[src/rtl/asicle_pkg.sv]
// Shared constants and types for the tile renderer front end: board geometry,
// style codes, and the board entry layout.
package asicle_pkg;

    localparam int TILE    = 76;
    localparam int COLS    = 5;
    localparam int ROWS    = 6;
    localparam int BOARD_N = COLS * ROWS;
    localparam int ADDR_W  = 5;

    localparam logic [4:0] LETTER_BLANK = 5'd31;

    typedef enum logic [2:0] {
        STYLE_WRONG     = 3'd0,
        STYLE_ABSENT    = 3'd1,
        STYLE_MISPLACED = 3'd2,
        STYLE_CORRECT   = 3'd3,
        STYLE_EMPTY     = 3'd4,
        STYLE_ACTIVE    = 3'd5
    } style_e;

    typedef enum logic {
        ST_CLEAR = 1'b0,
        ST_RUN   = 1'b1
    } scan_state_e;

    typedef struct packed {
        style_e     style;
        logic [4:0] letter;
    } tile_t;

endpackage

[src/rtl/board_scan_sync_delay.sv]
// Fixed-depth shift register that realigns raw VGA timing with the renderer's
// colour pipeline. Clears to zero on reset.
module sync_delay #(
    parameter int DEPTH = 6,
    parameter int WIDTH = 3
) (
    input  logic             clk,
    input  logic             rst,
    input  logic [WIDTH-1:0] i_data,
    output logic [WIDTH-1:0] o_data
);

    logic [WIDTH-1:0] r_pipe [DEPTH];

    always_ff @(posedge clk) begin
        if (rst) begin
            for (int i = 0; i < DEPTH; i++) r_pipe[i] <= '0;
        end else begin
            r_pipe[0] <= i_data;
            for (int i = 1; i < DEPTH; i++) r_pipe[i] <= r_pipe[i-1];
        end
    end

    assign o_data = r_pipe[DEPTH-1];

endmodule

[src/rtl/board_scan.sv]
// Raster-to-tile front end: tile-local coordinates, board lookup, timing delay.
// Optional blinking cursor tile enabled by defining BOARD_SCAN_CURSOR_EN.
module board_scan
    import asicle_pkg::*;
#(
    parameter int ORIGIN_X   = 130,
    parameter int ORIGIN_Y   = 12,
    parameter int SYNC_DELAY = 6
) (
    input  logic       clk,
    input  logic       rst,
    input  logic       pix_en,
    input  logic [9:0] hpos,
    input  logic [9:0] vpos,
    input  logic       hsync_in,
    input  logic       vsync_in,
    input  logic       de_in,
    input  logic       we,
    input  logic [4:0] waddr,
    input  logic [2:0] wstyle,
    input  logic [4:0] wletter,
`ifdef BOARD_SCAN_CURSOR_EN
    input  logic [4:0] cursor_addr,
    input  logic       cursor_on,
`endif
    output logic       busy,
    output logic [6:0] x,
    output logic [6:0] y,
    output logic [2:0] style,
    output logic [4:0] letter,
    output logic       hsync_out,
    output logic       vsync_out,
    output logic       de_out
);

    localparam logic [9:0] LP_OX        = 10'(ORIGIN_X);
    localparam logic [9:0] LP_OY        = 10'(ORIGIN_Y);
    localparam logic [6:0] LP_TILE_LAST = 7'(TILE - 1);
    localparam logic [2:0] LP_COLS      = 3'(COLS);
    localparam logic [2:0] LP_ROWS      = 3'(ROWS);
    localparam logic [4:0] LP_NENT      = 5'(BOARD_N);
    localparam logic [4:0] LP_LAST_ENT  = 5'(BOARD_N - 1);

    scan_state_e r_state, w_state_nxt;
    logic [4:0]  r_clr_idx, w_clr_idx_nxt;
    logic        w_wr_en;
    logic [4:0]  w_wr_addr;
    tile_t       w_wr_data;
    tile_t       r_board [BOARD_N];

    always_ff @(posedge clk) begin
        if (rst) begin
            r_state   <= ST_CLEAR;
            r_clr_idx <= '0;
        end else begin
            r_state   <= w_state_nxt;
            r_clr_idx <= w_clr_idx_nxt;
        end
    end

    // CLEAR owns the write port; external writes only land in RUN.
    always_comb begin
        w_state_nxt   = r_state;
        w_clr_idx_nxt = r_clr_idx;
        w_wr_en       = 1'b0;
        w_wr_addr     = waddr;
        w_wr_data     = '{style: style_e'(wstyle), letter: wletter};
        case (r_state)
            ST_CLEAR: begin
                w_wr_en       = 1'b1;
                w_wr_addr     = r_clr_idx;
                w_wr_data     = '{style: STYLE_ABSENT, letter: LETTER_BLANK};
                w_clr_idx_nxt = r_clr_idx + 5'd1;
                if (r_clr_idx == LP_LAST_ENT) begin
                    w_state_nxt   = ST_RUN;
                    w_clr_idx_nxt = '0;
                end
            end
            ST_RUN:  w_wr_en = we && (waddr < LP_NENT);
            default: w_state_nxt = ST_CLEAR;
        endcase
    end

    assign busy = (r_state == ST_CLEAR);

    always_ff @(posedge clk) begin
        if (w_wr_en) r_board[w_wr_addr] <= w_wr_data;
    end

    logic [6:0] r_lx, r_ly, w_lx_nxt, w_ly_nxt;
    logic [2:0] r_col, r_row, w_col_nxt, w_row_nxt;
    logic       w_inside;
    logic [4:0] w_raddr;
    logic       w_cur_hit;

    // Next counter values are the coordinates of the pixel being sampled now.
    always_comb begin
        w_lx_nxt  = r_lx;
        w_col_nxt = r_col;
        if (hpos == LP_OX) begin
            w_lx_nxt  = '0;
            w_col_nxt = '0;
        end else if (r_lx == LP_TILE_LAST) begin
            w_lx_nxt  = '0;
            w_col_nxt = (r_col == LP_COLS) ? r_col : r_col + 3'd1;
        end else begin
            w_lx_nxt  = r_lx + 7'd1;
        end

        w_ly_nxt  = r_ly;
        w_row_nxt = r_row;
        if (hpos == 10'd0) begin
            if (vpos == LP_OY) begin
                w_ly_nxt  = '0;
                w_row_nxt = '0;
            end else if (r_ly == LP_TILE_LAST) begin
                w_ly_nxt  = '0;
                w_row_nxt = (r_row == LP_ROWS) ? r_row : r_row + 3'd1;
            end else begin
                w_ly_nxt  = r_ly + 7'd1;
            end
        end
    end

    assign w_inside = (hpos >= LP_OX) && (w_col_nxt < LP_COLS) &&
                      (vpos >= LP_OY) && (w_row_nxt < LP_ROWS);
    assign w_raddr  = 5'(w_row_nxt) * 5'(COLS) + 5'(w_col_nxt);

    always_ff @(posedge clk) begin
        if (rst) begin
            r_lx  <= '0;
            r_col <= '0;
            r_ly  <= '0;
            r_row <= '0;
        end else if (pix_en) begin
            r_lx  <= w_lx_nxt;
            r_col <= w_col_nxt;
            r_ly  <= w_ly_nxt;
            r_row <= w_row_nxt;
        end
    end

`ifdef BOARD_SCAN_CURSOR_EN
    logic [4:0] r_frame;

    always_ff @(posedge clk) begin
        if (rst)
            r_frame <= '0;
        else if (pix_en && hpos == 10'd0 && vpos == 10'd0)
            r_frame <= r_frame + 5'd1;
    end

    assign w_cur_hit = cursor_on && r_frame[4] && (w_raddr == cursor_addr);
`else
    assign w_cur_hit = 1'b0;
`endif

    // Stage p0: geometry and board address captured on the pixel strobe
    logic       r_vld_p0;
    logic       r_inside_p0, r_cur_p0;
    logic [6:0] r_lx_p0, r_ly_p0;
    logic [4:0] r_addr_p0;

    always_ff @(posedge clk) begin
        if (rst) r_vld_p0 <= 1'b0;
        else     r_vld_p0 <= pix_en;
    end

    always_ff @(posedge clk) begin
        if (pix_en) begin
            r_inside_p0 <= w_inside;
            r_cur_p0    <= w_cur_hit;
            r_lx_p0     <= w_lx_nxt;
            r_ly_p0     <= w_ly_nxt;
            r_addr_p0   <= w_inside ? w_raddr : '0;
        end
    end

    // Stage p1: registered board read merged into the output register
    tile_t      w_rd;
    logic [6:0] r_x_p1, r_y_p1;
    style_e     r_style_p1;
    logic [4:0] r_letter_p1;

    assign w_rd = r_board[r_addr_p0];

    always_ff @(posedge clk) begin
        if (rst) begin
            r_x_p1      <= '0;
            r_y_p1      <= '0;
            r_style_p1  <= STYLE_EMPTY;
            r_letter_p1 <= LETTER_BLANK;
        end else if (r_vld_p0) begin
            if (r_inside_p0) begin
                r_x_p1      <= r_lx_p0;
                r_y_p1      <= r_ly_p0;
                r_style_p1  <= r_cur_p0 ? STYLE_ACTIVE : w_rd.style;
                r_letter_p1 <= w_rd.letter;
            end else begin
                r_x_p1      <= '0;
                r_y_p1      <= '0;
                r_style_p1  <= STYLE_EMPTY;
                r_letter_p1 <= LETTER_BLANK;
            end
        end
    end

    assign x      = r_x_p1;
    assign y      = r_y_p1;
    assign style  = r_style_p1;
    assign letter = r_letter_p1;

    logic [2:0] w_sync_dly;

    sync_delay #(
        .DEPTH (SYNC_DELAY),
        .WIDTH (3)
    ) u_sync_delay (
        .clk    (clk),
        .rst    (rst),
        .i_data ({hsync_in, vsync_in, de_in}),
        .o_data (w_sync_dly)
    );

    assign {hsync_out, vsync_out, de_out} = w_sync_dly;

endmodule

[config.mk]
export PLATFORM = sky130hd
export DESIGN_NAME = board_scan
export DESIGN_NICKNAME = d
export VERILOG_FILES = /design/src/rtl/asicle_pkg.sv /design/src/rtl/board_scan_sync_delay.sv /design/src/rtl/board_scan.sv
export SDC_FILE = /design/constraint.sdc
export NUM_CORES = 1
export LEC_CHECK = 0
export ABC_AREA = 1
export CAP_MARGIN = 20
export CORE_UTILIZATION = 30
export CTS_CLUSTER_DIAMETER = 30
export DETAILED_ROUTE_END_ITERATION = 8
export GPL_TIMING_DRIVEN = 0
export PLACE_DENSITY_LB_ADDON = 0.3
export SLEW_MARGIN = 40
export SYNTH_ARGS = -nofsm -noshare
export SYNTH_HDL_FRONTEND = slang
export SYNTH_SLANG_ARGS = --single-unit
[constraint.sdc]
create_clock -name clk -period 7 [get_ports clk]
set_input_delay 1.05 -clock clk [delete_from_list [all_inputs] [get_ports clk]]
set_output_delay 1.05 -clock clk [all_outputs]
set_load 0.01 [all_outputs]
# --- Yosys cells after proc, flatten, opt, wreduce, memory -nomap -nowiden ---
# Memories as Yosys holds them, arrays and structs flattened. A register that Yosys moved wholly into a read port is not among the register bits.
# Cells that the tools add are included.
totals:
  ff_bits: 69
  latch_bits: 0
  ramBits: 258
  rom_bits: 0
  inputBits: 40
  output_inout_bits: 26
  memories: 2
classes:
  n_addsub: 6
  mul: 1
  n_div: 0
  order_cmp: 5
  eq_ne: 7
  n_shift: 0
  n_mux: 35
  bitwise: 7
  reduce_logical: 5
memory_table:
  columns: ["name", "depth", "width", "read_ports", "rd_ports_with_merged_regs", "wr", "line", "source"]
  rows:
  - ["r_board", 30, 8, 1, 1, 1, "board_scan.sv:49", "tile_t r_board [BOARD_N];"]
  - ["u_sync_delay.r_pipe", 6, 3, 6, 0, 6, "board_scan_sync_delay.sv:13", "logic [WIDTH-1:0] r_pipe [DEPTH];"]
op_table:
  columns: ["operator", "n"]
  rows:
  - ["$mux W7", 7]
  - ["$mux W3", 14]
  - ["$mux W5", 5]
  - ["$add A7 B1 Y7 const B", 2]
  - ["$eq A7 B7 Y1 const B", 2]
  - ["$eq A10 B4 Y1 const B", 1]
  - ["$eq A10 B8 Y1 const B", 1]
  - ["$ge A10 B4 Y1 const B", 1]
  - ["$ge A10 B8 Y1 const B", 1]
  - ["$logic_not A10 Y1", 1]
  - ["$mux W8", 1]
  - ["$mux W1", 7]
  - ["$add A3 B1 Y3 const B", 2]
  - ["$eq A3 B3 Y1 const B", 2]
  - ["$lt A3 B3 Y1 const B", 2]
  - ["$or A1 B1 Y1", 6]
  - ["$add A5 B1 Y5 const B", 1]
  - ["$add A5 B3 Y5", 1]
  - ["$eq A5 B5 Y1 const B", 1]
  - ["$lt A5 B5 Y1 const B", 1]
  - ["$mul A3 B3 Y5 const B", 1]
  - ["$logic_and A1 B1 Y1", 4]
  - ["$pmux W1 S2", 1]
  - ["$not A1 Y1", 1]

# --- Logic depth before layout (Yosys ltp) ---
# Gate-level depths: netlist of run 1.
logic_depth:
  depth_word: 10
  depth_mapped: 22
  ltp_nobuf: 22

# --- Modules after synthesis ---
# Synthesis of run 1 repeated with hierarchy kept, for this count alone.
unflattened:
  hier_cells: 1398
  area_unflattened_um2: 14084.8
modules_own_cells:
  columns: ["mod", "instances", "cells_each", "area_per_inst_um2", "seq_area_each_um2"]
  rows:
  - ["board_scan", 1, 1339, 13540.5, 8888.5]
  - ["sync_delay", 1, 59, 544.3, 360.3]

# --- Worst setup path after synthesis of run 1 ---
# No wires, ideal clock.
synth_timing:
  path_kind: "input -> register"
  startpoint: "input hpos[4]"
  endpoint: "register r_addr_p0[4], data pin"
  setup_time_ns: 0.252
  arrival_ns: 3.238
  slack_ns: 3.511
  stages: 16
  path_buffers: 1
  path_cell_list: "nor2_1 > nand3_2 > nor2_4 > buf_2 > nand4_1 > nand3_1 > inv_1 > ha_1 > ha_1 > ha_1 > nand3_1 > nand2_1 > xor2_1 > nand3_1 > nand2_1 > nor2_2"
synth_between:
  elab_cells_between_ends: 12
synth_lines:
  columns: ["item", "line", "source"]
  rows:
  - ["start: declaration", "board_scan.sv:13", "input logic [9:0] hpos,"]
  - ["$logic_not A10 Y1 *", "board_scan.sv:112", "if (hpos == 10'd0) begin"]
  - ["$mux W3 *", "board_scan.sv:112", null]
  - ["via w_row_nxt[0]", "board_scan.sv:91", "logic [2:0] r_col, r_row, w_col_nxt, w_row_nxt;"]
  - ["$mul A3 B3 Y5 / $lt A3 B3 Y1 (equally long branches)", "board_scan.sv:127, board_scan.sv:126", null]
  - ["$add A5 B3 Y5 / $logic_and A1 B1 Y1 (equally long branches)", "board_scan.sv:127, board_scan.sv:126", null]
  - ["end signal: assignment", "board_scan.sv:175", "r_addr_p0 <= w_inside ? w_raddr : '0;"]
  - ["end: declaration", "board_scan.sv:162", "logic [4:0] r_addr_p0;"]
# The timed path passes the listed nets; every way through them passes the cells marked *.
# A chain may end at the register's enable or synchronous reset.

# --- Worst setup path in the final report of run 1 ---
layout_timing:
  startpoint: "input hpos[9]"
  endpoint: "register r_addr_p0[4], data pin"
# Same word-level chain as after synthesis.

==> run summary, run 1 <==
Type of the worst setup path = in2reg
Asr flop ratio synth = 0%
Cell Area, Placed = 0.0155 mm^2
CP Buf/Inv Count = 3
Initial Util = 30.4%
Startpoint types = input port
Worst skew pair latency = 0.56 ns
CTS root buf = clkbuf_16
N_diodes = 0
Largest area contributor in the netlist = edfxtp_1
Grt total ovfl = 0
Pre-antenna DRT Iters = 5
Pins Over Slew Limit = 0
Die Y = 219 um
Leak Pwr = 6.92 nW
CTS Buf Count = 71
Reg clk slew, reported paths = 0.05 ns
Power Dens Cells = 336 mW/mm^2
Final Hold Viols = 0
Crit-path cells = clkdlybuf4s50_1 -> nor2_2 -> nand3_2 -> nor2_4 -> buf_2 -> nand4_1 -> nand3_1 -> inv_1 -> ha_1 -> ha_1 -> ha_1 -> nand3_1 -> nand2_1 -> xor2_1 -> nand3_1 -> nand2_1 -> nor2_2
Synth top cells by count = nand2_1 (328), edfxtp_1 (260), nor2_1 (206)
Post-layout util = 38.9%
Vias in the first global route = 10148
Setup_tns = 0 ns
Detail Placement HPWL = 25.9 mm
Tcrit/Tclk final = 55.0%
Synth Cell Area = 0.0141 mm^2
GRT Total Usage = 16.5%
FMAX = 260 MHz
Synth area leaders = edfxtp_1 (55%), dfxtp_1 (10%), nand2_1 (8.7%)
Bufs on Longest Clock Path = 3
Hold slack = 0.396 ns
Most used DFF post-synth = edfxtp_1
Post-synth EDFFs = 260
Footprint of the multi-input gates = 0.00416 mm^2
Chip width = 219 um
Vias per inst = 4.76
Post-CTS Hold Fix Bufs = 0
DRC = 0
Number of top-level pins = 66
Crit path capture type = flop
PostCTS Resize Cnt = 0
Final GP Congestion = 0.856
Most common cell in the netlist = nand2_1
Final Setup Violations = 0
Largest net degree at the start of global routing = 31
Num rows = 79
Post-synthesis cell type count = 36
Worst endpoint required time = 7.30 ns
WP data arrival = 4.15 ns
Relative slew slack = 41.7%
Die area = 0.0480 mm^2
First-pass GRT wire length = 59.5 mm
Yosys warns = 0
Sequential fraction of the synthesis area = 65.4%
Nets = 1608
Result of the run = completed
Layout area overhead = 27.9%
Initial antenna violation count = 0
R2r setup slk = 3.72 ns
Postcts setup bufs = 0
Via count = 10551
Post-synth net total = 1471
CP delay by family, top = simple AND/OR/NAND/NOR gates
Share of layout cells above drive strength 1 = 12.5%
Synthesized flop and latch total = 332
Tmin final = 3.85 ns
DR WL/cell = 17.6 um
CTS tree = built
H-tree Lvls = 3
DRT iter0 DRCs = 1021
CP Max Fanout = 10
Sinks on Clock Net = 332
Final Skew = 0.0258 ns
CORE AREA = 0.0466 mm^2
Post-synthesis cell count = 1414
DRT Wirelength = 39.1 mm
Worst-Margin Slew = 0.872 ns
Maximum VDD drop = 0.260 mV
Post-route cell area = 0.0181 mm^2
RSZ-0062 raised after global routing = no
DRT antenna net count = 0
Sequential cell area = 0.00925 mm^2
Critical Path Max Stage Delay = 0.42 ns
CP max-delay cell = clkdlybuf4s50_1
Max cap viols = 0
IO buf count = 64
Post-synth top area share = 55.2%
Hold Path Class = reg2reg
Post-Syn Area per Cell = 10.0 um^2
Fillers = 4532
-- power breakdown --
group / total [mW] / switching, mW / internal (mW) / leakage, nW
registers: 2.16 / 0.0176 / 2.14 / 2.85
clock network: 3.51 / 1.10 / 2.41 / 1.23
logic: 0.407 / 0.277 / 0.130 / 2.85
total: 6.08 / 1.39 / 4.69 / 6.92
-- state kept, by name (all words and copies together) (netlist names), 7 cells and up, named ones only --
signal	count
r_ly_p0	7
r_board	240
r_lx_p0	7
u_sync_delay.r_pipe	18
r_lx	7
y	7
r_ly	7
x	7
-- placed cells by master, fill, tap and decap left out, drive strengths merged, types with 13 or more instances in the layout --
cell / netlist / final
nand2: 329 / 329
edfxtp: 260 / 260
nor2: 215 / 215
nand3: 171 / 171
inv: 108 / 114
clkbuf: 26 / 105
o21ai: 86 / 86
dfxtp: 72 / 72
clkdlybuf4s50: 0 / 63
a21oi: 48 / 48
buf: 42 / 43
clkinv: 1 / 28
ha: 16 / 16
bufinv: 0 / 13
-- final cells by class --
cell class / instances / area share (%)
buffer: 68 / 1.85
tap: 607 / 4.20
clock buffer: 79 / 10.3
timing repair buffer: 64 / 3.51
multi-input combinational: 905 / 23.0
inverter: 109 / 2.28
clock inverter: 52 / 3.67
sequential: 332 / 51.1
-- path summary, 6_finish.rpt --
path | from | endpoint | cells after the start
min reg2reg | u_sync_delay.r_pipe[0][0] | u_sync_delay.r_pipe[0][3] | 2
max | hpos[9] | r_addr_p0[4] | 17
min | u_sync_delay.r_pipe[0][0] | u_sync_delay.r_pipe[0][3] | 2
max reg2reg | r_ly[0] | r_addr_p0[4] | 18
-- worst register-to-register path, delay by kind of cell (launching register included) --
kind | cells | cell delay [ns]
fa+ha+maj | 4 | 1.13
xor+xnor | 1 | 0.25
simple gates | 11 | 1.20
flops | 1 | 0.32
buf+inv | 2 | 0.14
-- per-layer routing --
layer  global-route usage, %  wire length [um]  part of all wire [%]
met1                    22.4             17400                    45
met2                    25.9             18000                    46
met3                    3.40              2650                   6.8
met4                    5.97              1010                   2.6
met5                       0                 0                     0
-- through the flow --
step | cells | power, mW | setup WS, ns
2_1_floorplan | 1414 | 2.43 | 3.51
5_1_grt | 2216 | 6.25 | 2.93
4_1_cts | 2216 | 6.11 | 3.18
3_3_place_gp | 2085 | 2.60 | 2.65
3_5_place_dp | 2085 | 2.60 | 2.62
6_report | 2216 | 6.08 | 3.15
-- logic make-up after synthesis --
| logic type | Yosys count | share of synthesized area, % |
|---|---|---|
| and+or+nand+nor | 734 | 21.8 |
| xor gates and xnor gates | 9 | 0.558 |
| DFF | 332 | 65.4 |
| buffers and inverters | 177 | 5.28 |
| adders and majority gates | 17 | 1.56 |
| AOI/OAI and AO/OA | 145 | 5.36 |
No activity file was read; power rests on OpenSTA's default activity.
==> run 2, diff against run 1 <==
==> constraint.sdc (replaced) <==
create_clock -name clk -period 3.6 [get_ports clk]
set_input_delay 0.54 -clock clk [delete_from_list [all_inputs] [get_ports clk]]
set_output_delay 0.54 -clock clk [all_outputs]
set_load 0.01 [all_outputs]
==> results of run 2 <==
Same layout as run 1 (identical final DEF). Status: completed.
Among the figures that moved: setup slack after placement 2.62 ns -> -0.273 ns; setup slack after layout 3.15 ns -> 0.262 ns; register-to-register setup slack 3.72 ns -> 0.32 ns; total power 6.08 mW -> 11.8 mW; worst IR drop on VDD 0.260 mV -> 0.505 mV
